`src/rtl/mips_multicycle.sv`:
```
// mips_multicycle: multicycle MIPS core (lw/sw/R-type/addi/beq/j) sharing one ALU
// and one req/ready memory port; halts on illegal opcodes.
module mips_multicycle #(
  parameter logic [31:0] RESET_PC = 32'h0000_0000,
  parameter int          NREGS    = 32
) (
  input  logic        iClk,
  input  logic        iReset,
  output logic        oMemReq,
  output logic        oMemWe,
  output logic [31:0] oMemAddr,
  output logic [31:0] oMemWdata,
  input  logic [31:0] iMemRdata,
  input  logic        iMemReady,
  output logic [31:0] oPC,
  output logic [3:0]  oState,
  output logic        oHalt,
  output logic        oRetire
);
  localparam int RW = $clog2(NREGS);
  typedef enum logic [3:0] {
    FETCH, DECODE, MEMADR, MEMRD, MEMWB, MEMWR, EXEC, ALUWB, ADDIEX, ADDIWB, BRANCH, JUMP, HALT
  } state_t;
  state_t        state_q, dec_d;
  logic [31:0]   pc_q, ir_q, mdr_q, alu_q, a_q, b_q;
  logic [31:0]   regs_q [NREGS];
  logic [5:0]    op, funct;
  logic [RW-1:0] rs, rt, rd, wr_idx;
  logic [31:0]   simm, alu_d, wr_data;
  logic          funct_ok, wr_en, run;
  assign op       = ir_q[31:26];
  assign funct    = ir_q[5:0];
  assign rs       = ir_q[21+:RW];
  assign rt       = ir_q[16+:RW];
  assign rd       = ir_q[11+:RW];
  assign simm     = {{16{ir_q[15]}}, ir_q[15:0]};
  assign funct_ok = funct inside {6'b100000, 6'b100010, 6'b100100, 6'b100101, 6'b101010};
  always_comb
    alu_d = funct == 6'b100010 ? a_q - b_q :
            funct == 6'b100100 ? a_q & b_q :
            funct == 6'b100101 ? a_q | b_q :
            funct == 6'b101010 ? {31'b0, $signed(a_q) < $signed(b_q)} :
                                 a_q + b_q;
  always_comb
    dec_d = (op == 6'b100011 || op == 6'b101011) ? MEMADR :
            op == 6'b000000 ? (funct_ok ? EXEC : HALT) :
            op == 6'b001000 ? ADDIEX :
            op == 6'b000100 ? BRANCH :
            op == 6'b000010 ? JUMP : HALT;
  assign wr_en   = state_q inside {MEMWB, ALUWB, ADDIWB};
  assign wr_idx  = state_q == ALUWB ? rd : rt;
  assign wr_data = state_q == MEMWB ? mdr_q : alu_q;
  // While reset is held the state already reads FETCH, so gate the strobes off.
  assign run       = !iReset;
  assign oMemReq   = run && state_q inside {FETCH, MEMRD, MEMWR};
  assign oMemWe    = run && state_q == MEMWR;
  assign oMemAddr  = state_q == FETCH ? pc_q : alu_q;
  assign oMemWdata = b_q;
  assign oPC       = pc_q;
  assign oState    = state_q;
  assign oHalt     = state_q == HALT;
  assign oRetire   = run && (state_q inside {MEMWB, ALUWB, ADDIWB, BRANCH, JUMP} ||
                             (state_q == MEMWR && iMemReady));
  always_ff @(posedge iClk or posedge iReset)
    if (iReset) begin
      state_q <= FETCH;
      pc_q    <= RESET_PC;
      ir_q    <= '0;
      mdr_q   <= '0;
      alu_q   <= '0;
      a_q     <= '0;
      b_q     <= '0;
      for (int i = 0; i < NREGS; i++) regs_q[i] <= '0;
    end else begin
      if (wr_en && wr_idx != '0) regs_q[wr_idx] <= wr_data;
      case (state_q)
        FETCH:  if (iMemReady) begin
                  ir_q    <= iMemRdata;
                  pc_q    <= pc_q + 32'd4;
                  state_q <= DECODE;
                end
        DECODE: begin
                  a_q     <= regs_q[rs];
                  b_q     <= regs_q[rt];
                  alu_q   <= pc_q + (simm << 2);
                  state_q <= dec_d;
                end
        MEMADR: begin
                  alu_q   <= a_q + simm;
                  state_q <= op[3] ? MEMWR : MEMRD;
                end
        MEMRD:  if (iMemReady) begin
                  mdr_q   <= iMemRdata;
                  state_q <= MEMWB;
                end
        MEMWR:  if (iMemReady) state_q <= FETCH;
        EXEC:   begin
                  alu_q   <= alu_d;
                  state_q <= ALUWB;
                end
        ADDIEX: begin
                  alu_q   <= a_q + simm;
                  state_q <= ADDIWB;
                end
        BRANCH: begin
                  if (a_q == b_q) pc_q <= alu_q;
                  state_q <= FETCH;
                end
        JUMP:   begin
                  pc_q    <= {pc_q[31:28], ir_q[25:0], 2'b00};
                  state_q <= FETCH;
                end
        HALT:   state_q <= HALT;
        default: state_q <= FETCH;
      endcase
    end
endmodule

```
`config.mk`:
```
export PLATFORM = sky130hd
export DESIGN_NAME = mips_multicycle
export DESIGN_NICKNAME = d
export VERILOG_FILES = /design/src/rtl/mips_multicycle.sv
export SDC_FILE = /design/constraint.sdc
export NUM_CORES = 2
export LEC_CHECK = 0
export ABC_AREA = 1
export ABC_CLOCK_PERIOD_IN_PS = 43900
export CORE_MARGIN = 1
export CORE_UTILIZATION = 55
export DETAILED_ROUTE_END_ITERATION = 10
export PLACE_DENSITY_LB_ADDON = 0.08
export SLEW_MARGIN = 15
export SYNTH_ARGS = -nofsm -noshare
export SYNTH_HDL_FRONTEND = slang
export SYNTH_SLANG_ARGS = --single-unit
```
`constraint.sdc`:
```
create_clock -name iClk -period 43.9 [get_ports iClk]
set_input_delay 10.975 -clock iClk [delete_from_list [all_inputs] [get_ports iClk]]
set_output_delay 10.975 -clock iClk [all_outputs]
set_load 0.005 [all_outputs]
```
# After elaboration in Yosys (flattened, before gate mapping)
# Index checks and enable logic that the tools add are counted.
[word_totals]
regBits = 1220
input_bits = 35
out_inout_bits = 104
wordCells = 139
[classes]
add_sub_neg = 5
n_lt_le_gt_ge = 5
eq_ne = 27
muxes = 31
n_bitwise = 6
reduce_logical = 25
[ops]
columns = ["cell", "count"]
rows = [
  ["bitwise mux 1024 bit", 1],
  ["2-to-1 mux 32 bit", 13],
  ["binary-select mux 32 bit (select 5 bit)", 2],
  ["one-hot mux 32 bit (3 select lines)", 2],
  ["demux 32 bit (select 5 bit)", 1],
  ["adder 32 bit", 3],
  ["equality test 6 bit, second input constant", 7],
  ["adder 32 x 3 -> 32 bit, second input constant", 1],
  ["AND 32 bit", 1],
  ["equality test 32 bit", 1],
  ["less-than comparator 32 bit", 1],
  ["OR 32 bit", 1],
  ["one-hot mux 4 bit (8 select lines)", 1],
  ["subtractor 32 bit", 1],
  ["2-to-1 mux 4 bit", 6],
  ["equality test 4 bit, second input constant", 5],
  [">= comparator 6 bit, second input constant", 3],
  ["NOT 5 -> 6 bit", 3],
  ["equality test 4 x 3 -> 1 bit, second input constant", 4],
  ["nonzero test 5 bit", 3],
  ["2-to-1 mux 3 bit", 4],
  ["nonzero test 3 bit", 4],
  ["equality test 4 x 2 -> 1 bit, second input constant", 2],
  ["equality test 6 x 2 -> 1 bit, second input constant", 1],
  ["18 further kinds", 28],
]

# Longest topological paths before layout
[depth]
word_depth = 8
depth_mapped = 20
ltp_nobuf = 20

# Least setup slack after synthesis
# No wires, ideal clock.
[synth_path]
path_kind = "input to output"
from = "in iMemReady"
to = "out oRetire"
t_arrival_ps = 11432
t_required_ps = 32925
setup_slack_ps = 21493
stages = 3
n_path_buf = 1
path_cell_list = "clkbuf_1 > nand2_1 > a31oi_1"
[synth_between]
elab_chain_cells = 3
[synth_rtl]
columns = ["element", "line_no", "text"]
rows = [
  ["start: declaration", "14", "input logic iMemReady,"],
  ["logical AND 1 bit", "63", "(state_q == MEMWR && iMemReady));"],
  ["logical OR 1 bit", "62", "assign oRetire = run && (state_q inside {MEMWB, ALUWB, ADDIWB, BRANCH, JUMP} ||"],
  ["logical AND 1 bit", "62", ""],
  ["end: declaration", "18", "output logic oRetire"],
]
# Every way passes these cells.

# Worst setup path in the final report
# Ends and elaborated chain as after synthesis.

==> run metrics <==
Leak=0.0357 uW; post-synthesis net count=10,300; layout cells sized above 1=0.0489; pre-CTS setup slack=20.49 ns; DRC viols=0; total wire length=315,000 um; commonest non-fill, non-tap cell in the layout=o21ai_0; ys flop type=dfrtp_1; setup tns final=0 ns; detailed-route via count=76,900; r2r setup slk=38.50 ns; minimum clock period=23.44 ns; Port Buffers=138; CP endpoint kind=output pin; Area Overhead vs Synth=8.95%; root buf cell=clkbuf_16; Worst path max stage delay=0.70 ns; Clock Power Share=0.167; most frequent cells in the layout=2,535 x o21ai_0, 1,735 x nand2_1, 1,616 x nor2_1; most used cell, CP=clkdlybuf4s50_1; Logic pwr share=0.562; Hold WC Path Type=flop to flop; area of the multi-input gates=37,300 um2; CP max-delay cell=clkdlybuf4s50_1; Reg power frac=0.272; CP Buf/Inv Count=2; H-tree depth=4; critical-path cell list=clkdlybuf4s50_1 -> nand2_1 -> a31oi_1 -> clkdlybuf4s50_1; largest net degree at the start of global routing=230; Slew HR=0.148; Worst VDD drop=0.0680 mV; CTS sink count=1,220; HPWL after DPL=190,000 um; Synth warnings=0; delay-heaviest family, CP=buffers and inverters; post-CTS setup buffers=0; FP Rows=132; Die Area=133,000 um2; io pins=139; initial antenna violation count=22; worst path arrival time=12.46 ns; # nets final=9,856; Final period util=0.534; RSZ-0062 raised after global routing=false; width of the die=364 um; Switching Share=0.523; Cells after Synth=10,100; internal power=3400 uW; number of flops mapped to enable cells by yosys=0; Distinct cells, synth=52; pwr dens=90.7 nW/um2; Fin. Hold Viols=0; starting DRC count in detailed routing=11,900; post-cts resize count=0; Final setup viols=0; RePlAce Congestion=1.02; fin. max-slew vios=0; CTS tree=yes; global route total overflow=0; crit start category=input port; register area=30,600 um2; first-pass GRT wire length=461,000 um; gr usage total=0.466; die height=364 um; #FFs+latches synth=1,220; share of the synthesized area in the top cell type=0.423; Worst Path Required=32.92 ns; Synth area leaders=dfrtp_1 42%, o21ai_0 18%, nand2_1 9.0%; vias in the first global route=70,100; clk_skew=0.0310 ns; Max Freq=42.7 MHz; drt pass-1 iters=7; Filler Cells Inserted=12,100; worst-path fanout max=8; sequential area share after synthesis=0.423; Detail Route Antenna Nets=0; per-cell routed wire length=27.4 um; Inserted Clock Buffers=139; Initial Util=0.556; Max Cap Viol=0; cts hold-fix bufs=0; status=completed; worst setup margin=20.46 ns; Max Root-Sink Buffers=3; Avg Inst Size Synth=7.16 um2; worst skew pair latency=0.80 ns; Post-Syn Area=72,200 um2; Clock Pin Slew Worst Setup and Hold Paths=0.06 ns; fin util=0.606; drt via density=6.69; Async S/R FF share, synth=1.00; Least-Margin Pin Slew=1.27 ns; critical path type=input port to output pin; CORE AREA=130,000 um2; Yosys top cell by area=dfrtp_1; Sw Pwr=3730 uW
## synth_stat cells (3+ instances only)
master	count
o31ai_1	3
o311ai_0	11
nand2_2	32
a31oi_1	14
o21a_1	5
buf_1	17
or2_2	21
mux2i_1	5
inv_2	6
nor2_2	5
a21o_1	16
o21ai_0	2564
dfrtp_1	1220
a21oi_1	272
a221oi_1	3
o21bai_1	30
nor3b_1	4
nand2_1	1738
fa_1	4
o32ai_1	19
o221ai_1	73
o21ai_1	52
inv_1	426
nand3_1	183
buf_2	27
xor2_1	25
nand4_1	33
o21ai_2	3
o211ai_1	29
clkbuf_1	805
ha_1	168
nor3_1	39
nor4_1	6
nand3b_1	4
nor2_1	1620
clkinv_1	4
o22ai_1	575
xnor2_1	4
a22oi_1	9
## logic make-up (layout without fill, tap and decap cells)
| group | after synthesis | count (layout) | share of synthesized area |
|---|---|---|---|
| XOR/XNOR | 29 | 29 | 0.00352 |
| multiplexers | 5 | 5 | 0.000693 |
| other | 0 | 11 | 0 |
| adder cells (fa/ha/maj) | 172 | 172 | 0.0302 |
| AND/OR/NAND/NOR | 3692 | 3692 | 0.200 |
| buffers and inverters | 1286 | 941 | 0.0674 |
| AO/OA/AOI/OAI | 3690 | 3690 | 0.275 |
| flip-flops | 1220 | 1220 | 0.423 |
## final cells by class
| cell class | instances | area share |
|---|---|---|
| antenna | 11 | 0.000350 |
| multi-input combinational | 7588 | 0.473 |
| timing repair buffer | 264 | 0.0308 |
| inverter | 436 | 0.0213 |
| sequential | 1220 | 0.388 |
| clock buffer | 195 | 0.0516 |
| tap | 1742 | 0.0277 |
| clock inverter | 46 | 0.00631 |
## power groups by stage
stage	registers, uW	clock network (uW)	logic (uW)
floorplan	1760	0	2510
global placement	1920	0	3780
detailed placement	1930	0	3830
CTS	1920	1190	3840
global route	1970	1240	4300
finish	1940	1190	4010
## state kept, by name (all words and copies together) (netlist names)
name / cells
ir_q: 32
mdr_q: 32
oState: 4
regs_q: 1024
oPC: 32
alu_q: 32
a_q: 32
oMemWdata: 32
## path summary, 6_finish.rpt
| kind | cells past startpoint | to | startpoint |
|---|---|---|---|
| min reg2reg | 0 | regs_q[1019] | regs_q[1019] |
| min | 0 | regs_q[1019] | regs_q[1019] |
| max reg2reg | 10 | oMemWdata[25] | ir_q[16] |
| max | 4 | oRetire | iMemReady |
| min in group asynchronous | 2 | oPC[20] | iReset |
| max in group asynchronous | 7 | regs_q[144] | iReset |
## per-layer routing
layer | share of wire | track usage | up-vias
met1 | 0.37 | 0.595 | 36700
met4 | 0.076 | 0.324 | 14
met3 | 0.13 | 0.142 | 1284
met2 | 0.42 | 0.676 | 5529
li1 | - | - | 33400
met5 | 0.00029 | 0 | -
## stage by stage
step                      power [uW]  instance area (um2)  instances  hold slack, ns
after floorplan                 4270                72200      10100           0.448
after global placement          5700                74100      11200           0.387
after detailed placement        5760                74100      11200           0.390
after CTS                       6950                78600      11500           0.404
after global routing            7510                78700      11500           0.414
final                           7140                78700      11500           0.402
Power figures use the tool's default switching activity.
